==> src/rtl/im_loader_pkg.sv <==
// Shared definitions for the boot-time instruction-memory loader:
// state encoding, word type and the big-endian byte-lane select.
package im_loader_pkg;

   typedef logic [31:0] word_t;

   typedef enum logic [2:0] {
      ST_IDLE  = 3'd0,
      ST_RECV  = 3'd1,
      ST_WRITE = 3'd2,
      ST_HOLD  = 3'd3,
      ST_RUN   = 3'd4,
      ST_FULL  = 3'd5
   } state_e;

   localparam int WORD_BYTES = 4;

   // Big-endian lane select: byte 0 is the most significant byte of the word.
   function automatic logic [7:0] be_byte_lane(input word_t word, input logic [1:0] idx);
      logic [7:0] lane;
      case (idx)
         2'd0:    lane = word[31:24];
         2'd1:    lane = word[23:16];
         2'd2:    lane = word[15:8];
         2'd3:    lane = word[7:0];
         default: lane = 8'h00;
      endcase
      return lane;
   endfunction

   // The loader reports busy while an image is in flight (receive, write or release hold).
   function automatic logic state_is_busy(input state_e st);
      logic b;
      case (st)
         ST_RECV, ST_WRITE, ST_HOLD: b = 1'b1;
         default:                    b = 1'b0;
      endcase
      return b;
   endfunction

endpackage

==> src/rtl/im_loader_if.sv <==
// Instruction-word stream into the loader: valid/ready handshake with a
// last-word marker. The source is the master, the loader the slave.
interface im_loader_if;
   import im_loader_pkg::*;

   logic  in_valid;
   word_t in_data;
   logic  in_last;
   logic  in_ready;

   modport master (
      output in_valid,
      output in_data,
      output in_last,
      input  in_ready
   );

   modport slave (
      input  in_valid,
      input  in_data,
      input  in_last,
      output in_ready
   );

endinterface

==> src/rtl/im_loader.sv <==
// Boot-time instruction-memory writer. Accepts 32-bit words from a stream,
// writes them byte-serially big-endian from IM address 0, keeps the core in
// reset until the image is complete, then releases it after a short hold.
module im_loader
   import im_loader_pkg::*;
#(
   parameter int IM_BYTES    = 1024,
   parameter int ADDR_W      = $clog2(IM_BYTES),
   parameter int HOLD_CYCLES = 4
) (
   input  logic              clk,
   input  logic              rst,
   input  logic              load_start_i,
   im_loader_if.slave        in_if,
   output logic              im_we_o,
   output logic [ADDR_W-1:0] im_addr_o,
   output logic [7:0]        im_wdata_o,
   output logic              cpu_rst_o,
   output logic              busy_o,
   output logic              done_o,
   output logic              overflow_o,
   output logic [ADDR_W-2:0] word_count_o
);

   localparam int HOLD_W = $clog2(HOLD_CYCLES + 1);

   // The word base is one bit wider than the byte address so that reaching
   // the end of memory is visible without wrapping back to zero.
   localparam logic [ADDR_W:0]     MEM_END   = (ADDR_W + 1)'(IM_BYTES);
   localparam logic [ADDR_W:0]     BASE_STEP = (ADDR_W + 1)'(WORD_BYTES);
   localparam logic [ADDR_W-2:0]   WCNT_ONE  = (ADDR_W - 1)'(1);
   localparam logic [HOLD_W-1:0]   HOLD_LOAD = HOLD_W'(HOLD_CYCLES);
   localparam logic [HOLD_W-1:0]   HOLD_ONE  = HOLD_W'(1);

   // Control state
   state_e              state_q, state_d;
   logic [ADDR_W:0]     base_q, base_d;
   logic [1:0]          idx_q, idx_d;
   word_t               data_q, data_d;
   logic                last_q, last_d;
   logic [HOLD_W-1:0]   hold_q, hold_d;
   logic [ADDR_W-2:0]   wcnt_q, wcnt_d;

   // Registered outputs
   logic                we_q, we_d;
   logic [ADDR_W-1:0]   addr_q, addr_d;
   logic [7:0]          wdata_q, wdata_d;
   logic                ready_q, ready_d;
   logic                cpu_rst_q, cpu_rst_d;
   logic                busy_q, busy_d;
   logic                done_q, done_d;
   logic                ovf_q, ovf_d;

   // Next-state logic: load_start overrides everything, then per-state behaviour.
   always_comb begin
      state_d = state_q;
      base_d  = base_q;
      idx_d   = idx_q;
      data_d  = data_q;
      last_d  = last_q;
      hold_d  = hold_q;
      wcnt_d  = wcnt_q;

      if (load_start_i) begin
         // Restart abandons any word in flight and begins again at address 0.
         state_d = ST_RECV;
         base_d  = '0;
         idx_d   = 2'd0;
         wcnt_d  = '0;
         hold_d  = '0;
         last_d  = 1'b0;
      end else begin
         case (state_q)
            ST_IDLE: begin
               state_d = ST_IDLE;
            end
            ST_RECV: begin
               if (in_if.in_valid && ready_q) begin
                  data_d  = in_if.in_data;
                  last_d  = in_if.in_last;
                  idx_d   = 2'd0;
                  state_d = ST_WRITE;
               end else begin
                  state_d = ST_RECV;
               end
            end
            ST_WRITE: begin
               if (idx_q == 2'd3) begin
                  base_d = base_q + BASE_STEP;
                  wcnt_d = wcnt_q + WCNT_ONE;
                  // A last word that exactly fills memory still releases the core.
                  if (last_q) begin
                     state_d = ST_HOLD;
                     hold_d  = HOLD_LOAD;
                  end else if (base_d == MEM_END) begin
                     state_d = ST_FULL;
                  end else begin
                     state_d = ST_RECV;
                  end
               end else begin
                  idx_d = idx_q + 2'd1;
               end
            end
            ST_HOLD: begin
               if (hold_q == '0) begin
                  state_d = ST_RUN;
               end else begin
                  hold_d = hold_q - HOLD_ONE;
               end
            end
            ST_RUN: begin
               state_d = ST_RUN;
            end
            ST_FULL: begin
               state_d = ST_FULL;
            end
            default: begin
               state_d = ST_IDLE;
            end
         endcase
      end
   end

   // Output next values are derived from the next state so every output is a flop.
   always_comb begin
      we_d      = (state_d == ST_WRITE);
      ready_d   = (state_d == ST_RECV);
      busy_d    = state_is_busy(state_d);
      done_d    = (state_d == ST_RUN);
      cpu_rst_d = (state_d != ST_RUN);
      ovf_d     = (state_d == ST_FULL);
      addr_d    = addr_q;
      wdata_d   = wdata_q;

      if (state_d == ST_WRITE) begin
         addr_d  = base_d[ADDR_W-1:0] + ADDR_W'(idx_d);
         wdata_d = be_byte_lane(data_d, idx_d);
      end else if (load_start_i) begin
         addr_d  = '0;
         wdata_d = wdata_q;
      end else begin
         addr_d  = addr_q;
         wdata_d = wdata_q;
      end
   end

   // State and output registers; reset drops the write strobe immediately.
   always_ff @(posedge clk or posedge rst) begin
      if (rst) begin
         state_q   <= ST_IDLE;
         base_q    <= '0;
         idx_q     <= 2'd0;
         data_q    <= '0;
         last_q    <= 1'b0;
         hold_q    <= '0;
         wcnt_q    <= '0;
         we_q      <= 1'b0;
         addr_q    <= '0;
         wdata_q   <= 8'h00;
         ready_q   <= 1'b0;
         cpu_rst_q <= 1'b1;
         busy_q    <= 1'b0;
         done_q    <= 1'b0;
         ovf_q     <= 1'b0;
      end else begin
         state_q   <= state_d;
         base_q    <= base_d;
         idx_q     <= idx_d;
         data_q    <= data_d;
         last_q    <= last_d;
         hold_q    <= hold_d;
         wcnt_q    <= wcnt_d;
         we_q      <= we_d;
         addr_q    <= addr_d;
         wdata_q   <= wdata_d;
         ready_q   <= ready_d;
         cpu_rst_q <= cpu_rst_d;
         busy_q    <= busy_d;
         done_q    <= done_d;
         ovf_q     <= ovf_d;
      end
   end

   assign in_if.in_ready = ready_q;
   assign im_we_o        = we_q;
   assign im_addr_o      = addr_q;
   assign im_wdata_o     = wdata_q;
   assign cpu_rst_o      = cpu_rst_q;
   assign busy_o         = busy_q;
   assign done_o         = done_q;
   assign overflow_o     = ovf_q;
   assign word_count_o   = wcnt_q;

endmodule

==> src/flat_wrapper.sv <==
// flat-port wrapper written by rule: the top's interface ports become plain ports
module im_loader_flat import im_loader_pkg::*;
#(
   parameter int IM_BYTES    = 1024,
   parameter int ADDR_W      = $clog2(IM_BYTES),
   parameter int HOLD_CYCLES = 4
)
  (clk, rst, load_start_i, im_we_o, im_addr_o, im_wdata_o, cpu_rst_o, busy_o, done_o, overflow_o, word_count_o, in_if_in_valid, in_if_in_data, in_if_in_last, in_if_in_ready);
  im_loader_if in_if_i ();
  input  logic clk;
  input  logic rst;
  input  logic load_start_i;
  output logic im_we_o;
  output logic [ADDR_W-1:0] im_addr_o;
  output logic [7:0] im_wdata_o;
  output logic cpu_rst_o;
  output logic busy_o;
  output logic done_o;
  output logic overflow_o;
  output logic [ADDR_W-2:0] word_count_o;
  input wire logic [$bits(in_if_i.in_valid)-1:0] in_if_in_valid;
  input wire logic [$bits(in_if_i.in_data)-1:0] in_if_in_data;
  input wire logic [$bits(in_if_i.in_last)-1:0] in_if_in_last;
  output wire logic [$bits(in_if_i.in_ready)-1:0] in_if_in_ready;
  assign in_if_i.in_valid = in_if_in_valid;
  assign in_if_i.in_data = in_if_in_data;
  assign in_if_i.in_last = in_if_in_last;
  assign in_if_in_ready = in_if_i.in_ready;
  im_loader #(.IM_BYTES(IM_BYTES), .ADDR_W(ADDR_W), .HOLD_CYCLES(HOLD_CYCLES)) u_core (.clk(clk), .rst(rst), .load_start_i(load_start_i), .in_if(in_if_i), .im_we_o(im_we_o), .im_addr_o(im_addr_o), .im_wdata_o(im_wdata_o), .cpu_rst_o(cpu_rst_o), .busy_o(busy_o), .done_o(done_o), .overflow_o(overflow_o), .word_count_o(word_count_o));
endmodule
==> config.mk <==
export PLATFORM = sky130hd
export DESIGN_NAME = im_loader_flat
export DESIGN_NICKNAME = d
export VERILOG_FILES = /design/src/rtl/im_loader_pkg.sv /design/src/rtl/im_loader_if.sv /design/src/rtl/im_loader.sv /design/src/flat_wrapper.sv
export SDC_FILE = /design/constraint.sdc
export NUM_CORES = 1
export LEC_CHECK = 0
export ABC_CLOCK_PERIOD_IN_PS = 3220
export CAP_MARGIN = 25
export CORE_ASPECT_RATIO = 0.5
export CORE_UTILIZATION = 44
export DETAILED_ROUTE_END_ITERATION = 16
export DONT_BUFFER_PORTS = 1
export SYNTH_ARGS = -nofsm -noshare
export SYNTH_HDL_FRONTEND = slang
export SYNTH_SLANG_ARGS = --single-unit
==> constraint.sdc <==
create_clock -name clk -period 3.22 [get_ports clk]
set_clock_uncertainty 0.05 [all_clocks]
set_input_delay 0.322 -clock clk [delete_from_list [all_inputs] [get_ports clk]]
set_output_delay 0.322 -clock clk [all_outputs]
set_load 0.05 [all_outputs]
==> results.py <==
metrics = {
    "outcome": {
        "status": "finished clean",
    },
    "synthesis": {
        "yosys.cell_count.top_type": "dfrtp_1",
        "synth_cells": 413,
        "synth-seq-cells": 85,
        "synthFlopType": "dfrtp_1",
        "synth_common_cells": "dfrtp_1 (84), nand2_1 (36), mux2_2 (34), nor2_1 (34), inv_1 (23)",
        "ys_types": 57,
        "yosysWarnings": 0,
        "yosys.area.top_type": "dfrtp_1",
        "netlist_area_um2": 4384,
        "async_flop_share": 1.000,
        "ys_seq_area_frac": 0.4854,
        "synthTopCellsByArea": "dfrtp_1 (48%), mux2_2 (8.7%), mux2i_1 (4.1%)",
        "synth_area_per_cell_um2": 10.62,
        "synth_top_area_share": 0.4795,
        "synth_nets": 459,
        "synth_edf_count": 0,
    },
    "critical_path": {
        "worst-path-max-fanout": 8,
        "endpoint_kind": "register",
        "slowest_delay_ns": 0.54,
        "worstRegToRegCells": 8,
        "cpLargestDelayFamily": "simple AND/OR/NAND/NOR gates",
        "worstSetupStartpointType": "register",
        "path_cells": "or3b_1, o211ai_1, a21oi_1, ha_1, fa_1, and3_1, and3_1, a221o_1",
        "cp.depth": 8,
        "cp_data_required_time_ns": 3.39,
        "critPathKind": "reg -> reg",
        "path_common_cell": "and3_1",
        "path_buf_inv": 0,
        "critPathSlowestCell": "or3b_1",
        "cp.arrival_ns": 3.04,
    },
    "place": {
        "io_buffers": 0,
        "place_inst": 537,
        "placedInstanceArea_um2": 4484,
        "gp_congestion": 0.8711,
        "hpwl_um": 6478,
    },
    "drt": {
        "wl_per_cell_um": 16.42,
        "post-route-drc-count": 0,
        "wirelength_um": 9127,
        "ant_nets": 0,
        "viasPerCell": 5.450,
        "dr.pass1.iters": 4,
        "routed-via-count": 3030,
        "drt_iter0_drc": 138,
    },
    "cts": {
        "h-tree-depth": 3,
        "cts_buffers": 9,
        "cts_setup_buffers": 0,
        "clock_latency_ns": 0.34,
        "root_buffer": "clkbuf_16",
        "post_cts_resized": 0,
        "clock-sinks": 85,
        "clockBufferDepth": 2,
        "clk_pin_slew_worst_paths_ns": 0.06,
        "cts_tree": "built",
    },
    "floorplanning": {
        "initial_utilization": 0.4580,
        "die_width_um": 143.2,
        "rows": 25,
        "core-area_um2": 9572,
        "die_height_um": 72.59,
        "die_area_um2": 10390,
        "io_pins": 70,
    },
    "global_route": {
        "gr-total-overflow": 0,
        "grt_max_degree": 34,
        "grt_pass1_wl_um": 15240,
        "grt_pass1_vias": 3060,
        "antenna_found_initial": 0,
        "track_usage": 0.1939,
    },
    "timing": {
        "fin_crit_ns": 2.865,
        "final.setup.tns_ns": 0,
        "fin_crit_sh": 0.8897,
        "setup_viol": 0,
        "maxSlewViolCount": 0,
        "slew-limit-headroom": 0.4548,
        "fin_hold_ws_ns": 0.03163,
        "fmax_mhz": 349.1,
        "finalHoldViolCount": 0,
        "worst_pin_slew_ns": 0.8128,
        "rsz0062_at_grt": "false",
    },
    "power_and_ir_drop": {
        "swShare": 0.3142,
        "intPower_uw": 2107,
        "power_frac_seq": 0.514,
        "finalPower_uw": 3073,
        "ir_drop_mv": 0.2643,
        "p_comb_frac": 0.173,
        "switchingPower_uw": 965.2,
        "p_per_area_nw_per_um2": 641.5,
        "power.leakage_uw": 0.002073,
        "p_clk_frac": 0.313,
    },
    "hold_path": {
        "holdPathStages": 1,
        "hold_class": "in -> reg",
    },
    "layout": {
        "diodes": 0,
        "fin_nets": 462,
        "final_area_um2": 4790,
        "fin_cells": 556,
        "syn2layout_area_growth_pct": 9.246,
        "fillers": 858,
        "layout-drive-gt1-share": 0.1710,
    },
    "run": {
        "max_cap_viol_count": 0,
    },
}
worst reg2reg max path, delay by kind of cell, from the launching register on:
| family | cells | cell delay [ns] |
|---|---|---|
| AND/OR/NAND/NOR | 3 | 0.94 |
| flip-flops | 1 | 0.45 |
| adder cells (fa/ha/maj) | 2 | 0.66 |
| AO/OA/AOI/OAI | 3 | 0.65 |
sequential cells by signal, summed over array words and instances (netlist names), 2 cells and up:
name / flops
u_core.im_wdata_o: 8
u_core.im_addr_o: 10
u_core.hold_q: 3
u_core.data_q: 32
u_core.word_count_o: 9
u_core.idx_q: 2
u_core.base_q: 11
u_core.state_q: 3
routing by layer:
metal,track usage,wire length [µm],vias up
li1,-,-,1450
met1,0.2533,4226,1483
met2,0.2997,4128,80
met3,0.06365,597,17
met4,0.08005,174,0
met5,0,0,-
worst paths after layout:
path                       slack, ns                   to              start
max                             0.36  u_core.im_addr_o[8]  u_core.state_q[2]
min                             0.03     u_core.base_q[4]       load_start_i
max reg2reg                     0.36  u_core.im_addr_o[8]  u_core.state_q[2]
min reg2reg                     0.43    u_core.data_q[25]  u_core.data_q[25]
max in group asynchronous       1.97     u_core.cpu_rst_o                rst
min in group asynchronous       0.38    u_core.data_q[27]                rst
kinds of logic after synthesis:
family | synth area share
simple gates | 0.1707
flops | 0.4854
compound gates | 0.08876
mux | 0.1284
buf+inv | 0.05536
xor+xnor | 0.04395
fa+ha+maj | 0.02740
timing repair:
item | CTS | global route
hold endpoints to repair | 41 | 1
hold buffers | 2 | 1
endpoints found under the setup margin | 0 | 0
area by class of cell:
| cell class | count | area, µm² | share of cell area |
|---|---|---|---|
| flip-flops and latches | 85 | 2128 | 0.4444 |
| multi-input cells | 282 | 2013 | 0.4203 |
| clock buffers | 10 | 229.0 | 0.04781 |
| well taps | 135 | 168.9 | 0.03527 |
| repair buffers | 14 | 112.6 | 0.02351 |
| inverters | 24 | 91.34 | 0.01907 |
| clock inverters | 6 | 46.29 | 0.009666 |
through the flow:
step / util / setup slack (ns)
after CTS: 0.4993 / 0.3638
after global placement: 0.4685 / 0.4345
after global routing: 0.5004 / 0.1521
after floorplan: - / 0.2380
after detailed placement: 0.4685 / 0.3720
final: 0.5004 / 0.3553
cell usage in the layout (no fill, tap or decap), types with 3 or more instances in the layout:
| master | count |
|---|---|
| mux2_2 | 34 |
| a21oi_1 | 14 |
| or3_1 | 5 |
| clkbuf_16 | 9 |
| nand2_1 | 36 |
| dfrtp_1 | 84 |
| inv_1 | 22 |
| o21ai_1 | 10 |
| mux2i_1 | 18 |
| buf_4 | 11 |
| xor2_1 | 12 |
| nand3b_1 | 8 |
| nand3_1 | 7 |
| a221o_1 | 7 |
| ha_1 | 8 |
| nor2b_1 | 10 |
| nand4_1 | 6 |
| and3_1 | 4 |
| nor4_1 | 5 |
| xnor2_1 | 10 |
| nor2_1 | 34 |
| o21ai_0 | 7 |
| nor3b_1 | 4 |
| and2_1 | 4 |
| nor3_1 | 7 |
| dlygate4sd3_1 | 3 |
power by group through the flow:
| stage | Combinational [µW] | Clock (µW) | Sequential (µW) |
|---|---|---|---|
| after floorplan | 448 | 0 | 1580 |
| after global placement | 511 | 0 | 1590 |
| after detailed placement | 530 | 0 | 1600 |
| after CTS | 539 | 991 | 1580 |
| after global routing | 601 | 1040 | 1610 |
| final | 532 | 962 | 1580 |
No activity file was read; power rests on OpenSTA's default activity.
==> RTL change 1 (same flow settings) <==
Take the reset off `addr_q` and load it in a clocked block of its own.
--- a/src/rtl/im_loader.sv
+++ b/src/rtl/im_loader.sv
@@ -157,3 +157,2 @@
          we_q      <= 1'b0;
-         addr_q    <= '0;
          wdata_q   <= 8'h00;
@@ -173,3 +172,2 @@
          we_q      <= we_d;
-         addr_q    <= addr_d;
          wdata_q   <= wdata_d;
@@ -181,2 +179,6 @@
       end
+   end
+
+   always_ff @(posedge clk) begin
+      addr_q <= addr_d;
    end
Check against the original RTL: differs if rst is asserted again (counterexample within 4 cycles, from zero or initial values and one cycle with rst high); with rst held inactive, the same outputs for 10 cycles.
==> RTL change 1 against the unedited design <==
Worst setup slack worse by 0.067 ns; wire length is 14% higher; combinational power is 17% lower; sequential share of layout area is 1.2 points lower; synthesized area is 4.7% higher; cell area is 5.3% higher; sequential cell count stayed put; maximum frequency is 2.3% lower; total power is 0.72% lower; largest power group unchanged; critical path depth stayed put.
==> RTL change 1: results (changes against the unedited design) <==
Mean Syn Cell Area = 10.0 um^2 (was 10.6 um^2)
Number of synthesized flops with an enable pin = 10 (was 0)
Routed vias = 3,380 (was 3,030)
Slowest cell on the critical path = dfrtp_1 (was or3b_1)
Crit-path leading delay family = simple AND/OR/NAND/NOR gates (unchanged)
Share of layout cells above drive strength 1 = 0.131 (was 0.171)
Routed length on met3 = 496 um (was 597 um)
Max_slew headroom = 0.602 (was 0.455)
HPWL after DPL = 7470 um (was 6480 um)
GRT Overall Usage = 0.206 (was 0.194)
Status = complete, no violations (unchanged)
Top Metal Used = met4 (unchanged)
First DRT Iteration DRCs = 221 (was 138)
Htree depth = 3 (unchanged)
Met1 wire length = 5360 um (was 4230 um)
Nets@finish = 506 (was 462)
Arrival @ worst endpoint = 2.97 ns (was 3.04 ns)
Top cells by area, synth = dfrtp_1 40%, edfxtp_1 6.5%, nand2_1 6.0% (was dfrtp_1 48%, mux2_2 8.7%, mux2i_1 4.1%)
Max VDD drop = 0.248 mV (was 0.264 mV)
Syn_nets = 504 (was 459)
Placed Area = 0.00474 mm^2 (was 0.00448 mm^2)
Top cells by count, synth = 74 x dfrtp_1, 73 x nand2_1, 26 x a21oi_1 (was 84 x dfrtp_1, 36 x nand2_1, 34 x mux2_2, 34 x nor2_1, 23 x inv_1)
Crit-path max FO = 10 (was 8)
Netlist cell types = 80 (was 57)
Sequential area share after synthesis = 0.474 (was 0.485)
Largest net degree at the start of global routing = 32 (was 34)
Vias in the first global route = 3,326 (was 3,060)
Routed length on met2 = 4450 um (was 4130 um)
Placed cell count = 582 (was 537)
-- RTL change 1: cell count changes after synthesis, sizes merged, moves of 11 or more --
| cell | delta |
|---|---|
| a21oi | +12 |
| inv | -11 |
| mux2 | -29 |
| nand2 | +37 |
| nor2 | -12 |
-- RTL change 1: worst paths after layout --
| path | slack, ns | start | to | cells after the start |
|---|---|---|---|---|
| max reg2reg | 0.29 | u_core.state_q[1]$_DFF_PP0_ | u_core.im_addr_o[8]$_SDFFCE_PP0P_ | 8 |
| max in group asynchronous | 1.83 | rst | u_core.data_q[8]$_DFF_PP0_ | 4 |
| min | 0.03 | load_start_i | u_core.base_q[0]$_DFF_PP0_ | 1 |
| max | 0.29 | u_core.state_q[1]$_DFF_PP0_ | u_core.im_addr_o[8]$_SDFFCE_PP0P_ | 8 |
| min reg2reg | 0.42 | u_core.data_q[29]$_DFF_PP0_ | u_core.data_q[29]$_DFF_PP0_ | 2 |
| min in group asynchronous | 0.43 | rst | u_core.overflow_o$_DFF_PP0_ | 2 |
-- RTL change 1: layout make-up --
cell class / count / area (um^2) / share of cell area
clock inverters: 6 / 45.0 / 0.00893
well taps: 135 / 169 / 0.0335
inverters: 13 / 48.8 / 0.00968
flip-flops and latches: 85 / 2180 / 0.432
multi-input cells: 333 / 2210 / 0.438
clock buffers: 10 / 239 / 0.0474
repair buffers: 18 / 153 / 0.0303
-- RTL change 1: cell families after synthesis --
family | synth area share
and+or+nand+nor | 0.233
AOI/OAI and AO/OA | 0.165
DFF | 0.474
buffers and inverters | 0.0441
muxes | 0.0335
xor gates and xnor gates | 0.0210
adders and majority gates | 0.0283
-- RTL change 1: metal layers --
layer	GRT usage	vias to the layer above
met5	0	-
met4	0.0486	0
met2	0.315	65
li1	-	1673
met3	0.0564	7
met1	0.292	1635
-- RTL change 1: stage by stage --
stage	setup slack (ns)	hold WS, ns
2_1_floorplan	0.340	0.377
3_3_place_gp	0.368	0.342
3_5_place_dp	0.288	0.223
4_1_cts	0.281	0.0116
5_1_grt	0.0589	0.0199
6_report	0.288	0.0336
-- RTL change 1: repair_timing --
item / CTS / global route
endpoints found under the hold margin: 34 / 0
hold buffers: 2 / 0
setup buffers: 0 / 0
-- RTL change 1: report_power, final --
group / switching (mW) / internal (mW)
combinational: 0.238 / 0.202
sequential: 0.318 / 1.30
clock: 0.443 / 0.551
==> RTL change 2 (same flow settings) <==
Made on the original files. `IM_BYTES` is set to 1024 in 2 places; all go to 512.
--- a/src/rtl/im_loader.sv
+++ b/src/rtl/im_loader.sv
@@ -6,3 +6,3 @@
 #(
-   parameter int IM_BYTES    = 1024,
+   parameter int IM_BYTES    = 512,
    parameter int ADDR_W      = $clog2(IM_BYTES),
--- a/src/flat_wrapper.sv
+++ b/src/flat_wrapper.sv
@@ -3,3 +3,3 @@
 #(
-   parameter int IM_BYTES    = 1024,
+   parameter int IM_BYTES    = 512,
    parameter int ADDR_W      = $clog2(IM_BYTES),
Interface: changed (resized im_addr_o and word_count_o); port bits go from 70 to 68. No check against the original RTL was run, so the function may have changed too.
==> RTL change 2 against the unedited design <==
Worst setup slack worse by 0.073 ns; highest routed layer unchanged; cell count is 5.0% lower; cell area is 2.3% lower; combinational power is 10% lower; via count is 1.2% lower; non-clock buffer count is 6 higher; synthesized area is 4.7% lower; critical endpoint unchanged; wire length is 2.1% higher; die area is 4.6% lower; utilization is 2.3 points higher; sequential cell count is 3 lower; clock power is 2.3% lower; worst hold slack worse by 0.0016 ns; total power is 2.9% lower.
==> RTL change 2: results (changes against the unedited design) <==
Status = complete, no violations (unchanged)
Lkg Pwr = 2.12 nW (was 2.07 nW)
#MultiIn Comb = 263 (was 282)
Layout clock area frac = 0.0583 (was 0.0575)
Mean Syn Cell Area = 10.5 um^2 (was 10.6 um^2)
Routed length on met3 = 659 um (was 597 um)
Worst Hold Path Cells = 1 (unchanged)
Inverters = 31 (was 24)
Cells on worst reg2reg path = 11 (was 8)
DRT Wirelength = 9320 um (was 9130 um)
Max_slew headroom = 0.583 (was 0.455)
Compound-Gate Fraction of Synth Area = 0.101 (was 0.0888)
Slowest cell on the critical path = dfrtp_1 (was or3b_1)
First-pass GRT wire length = 15,600 um (was 15,200 um)
Post-CTS setup buffer count = 0 (unchanged)
Buffers, non-clock = 20 (was 14)
Placed cell count = 509 (was 537)
Crit-path max FO = 7 (was 8)
Sink of the worst hold path = u_core.base_q[6]$_DFF_PP0_ (was u_core.base_q[4]$_DFF_PP0_)
Met1 wire length = 3940 um (was 4230 um)
P_sw = 0.933 mW (was 0.965 mW)
GRT Overall Usage = 0.207 (was 0.194)
Layout fillers = 808 (was 858)
Top cells by count, synth = 81 x dfrtp_1, 33 x nor2_1, 31 x inv_1 (was 84 x dfrtp_1, 36 x nand2_1, 34 x mux2_2, 34 x nor2_1, 23 x inv_1)
Adder-Cell Fraction of Synth Area = 0.0288 (was 0.0274)
Share of layout cells above drive strength 1 = 0.178 (was 0.171)
Via-to-Cell Ratio = 5.67 (was 5.45)
Top cells by area, synth = dfrtp_1 49%, mux2_2 7.5%, mux2i_1 4.8% (was dfrtp_1 48%, mux2_2 8.7%, mux2i_1 4.1%)
Nets@finish = 453 (was 462)
Number of clock-tree buffers in the layout = 13 (was 10)
Max stage delay on crit path = 0.43 ns (was 0.54 ns)
Register-to-register setup slack = 0.28 ns (was 0.36 ns)
Arrival @ worst endpoint = 3.11 ns (was 3.04 ns)
First DRT Iteration DRCs = 168 (was 138)
Routed length per instance = 17.6 um (was 16.4 um)
Area growth syn-to-layout = 12.1% (was 9.25%)
Xor and xnor fraction of the mapped netlist area = 0.0482 (was 0.0439)
Seq_cells = 82 (was 85)
Max VDD drop = 0.307 mV (was 0.264 mV)
Fraction of area in multi-input gates = 0.412 (was 0.420)
Core area = 0.00895 mm^2 (was 0.00957 mm^2)
Largest net degree at the start of global routing = 33 (was 34)
Netlist cell types = 58 (was 57)
Placed Area = 0.00435 mm^2 (was 0.00448 mm^2)
Sequential area share after synthesis = 0.492 (was 0.485)
Routed length on met2 = 4610 um (was 4130 um)
Max reg flops = 32 (unchanged)
Buffer share of cell area = 0.0342 (was 0.0235)
Worst hold slack = 0.0300 ns (was 0.0316 ns)
Mux cell area share after synthesis = 0.127 (was 0.128)
Syn_nets = 442 (was 459)
Clock share of power = 0.315 (was 0.313)
Vias in the first global route = 3,064 (was 3,060)
Pwr Total = 2.98 mW (was 3.07 mW)
Crit-path leading delay family = simple AND/OR/NAND/NOR gates (unchanged)
Place WS = 0.114 ns (was 0.372 ns)
## RTL change 2: cell count changes after synthesis, moves of 5 or more
cell	before	now
a221o_1	7	1
buf_6	6	1
inv_1	23	31
mux2_2	34	28
nand2_1	36	19
nand3_1	7	16
nand3b_1	8	2
o21ai_0	7	18
o21ai_1	10	1
o221ai_1	0	6
o22ai_1	2	7
or3_1	5	0
## RTL change 2: worst register-to-register path: cells and delay by family (launching register included)
family / cells / cell delay [ns]
DFF: 1 / 0.43
adders and majority gates: 2 / 0.66
buffers and inverters: 1 / 0.06
and+or+nand+nor: 6 / 1.21
AOI/OAI and AO/OA: 2 / 0.42
## RTL change 2: worst max-delay path by stage
stage	end	start	cells past startpoint	slack (ns)
after detailed placement	u_core.im_addr_o[8]$_DFFE_PP0P_	u_core.state_q[2]$_DFF_PP0_	11	0.11
after global placement	u_core.im_addr_o[8]$_DFFE_PP0P_	u_core.state_q[2]$_DFF_PP0_	11	0.34
after floorplan	u_core.im_addr_o[8]$_DFFE_PP0P_	u_core.in_if.in_ready$_DFF_PP0_	11	0.37
after global routing	u_core.im_addr_o[8]$_DFFE_PP0P_	u_core.state_q[2]$_DFF_PP0_	11	0.03
final	u_core.im_addr_o[8]$_DFFE_PP0P_	u_core.state_q[2]$_DFF_PP0_	11	0.28
after CTS	u_core.im_addr_o[8]$_DFFE_PP0P_	u_core.state_q[1]$_DFF_PP0_	11	0.09
## RTL change 2: per-layer routing
| layer | up-vias | GRT usage |
|---|---|---|
| met5 | - | 0 |
| met4 | 0 | 0.0781 |
| met3 | 12 | 0.0792 |
| met2 | 87 | 0.337 |
| met1 | 1494 | 0.253 |
| li1 | 1400 | - |
## RTL change 2: timing repair
item,in CTS,in global routing
endpoints found under the hold margin,43,1
resized for setup,0,3
hold buffers,3,1
endpoints found under the setup margin,0,1
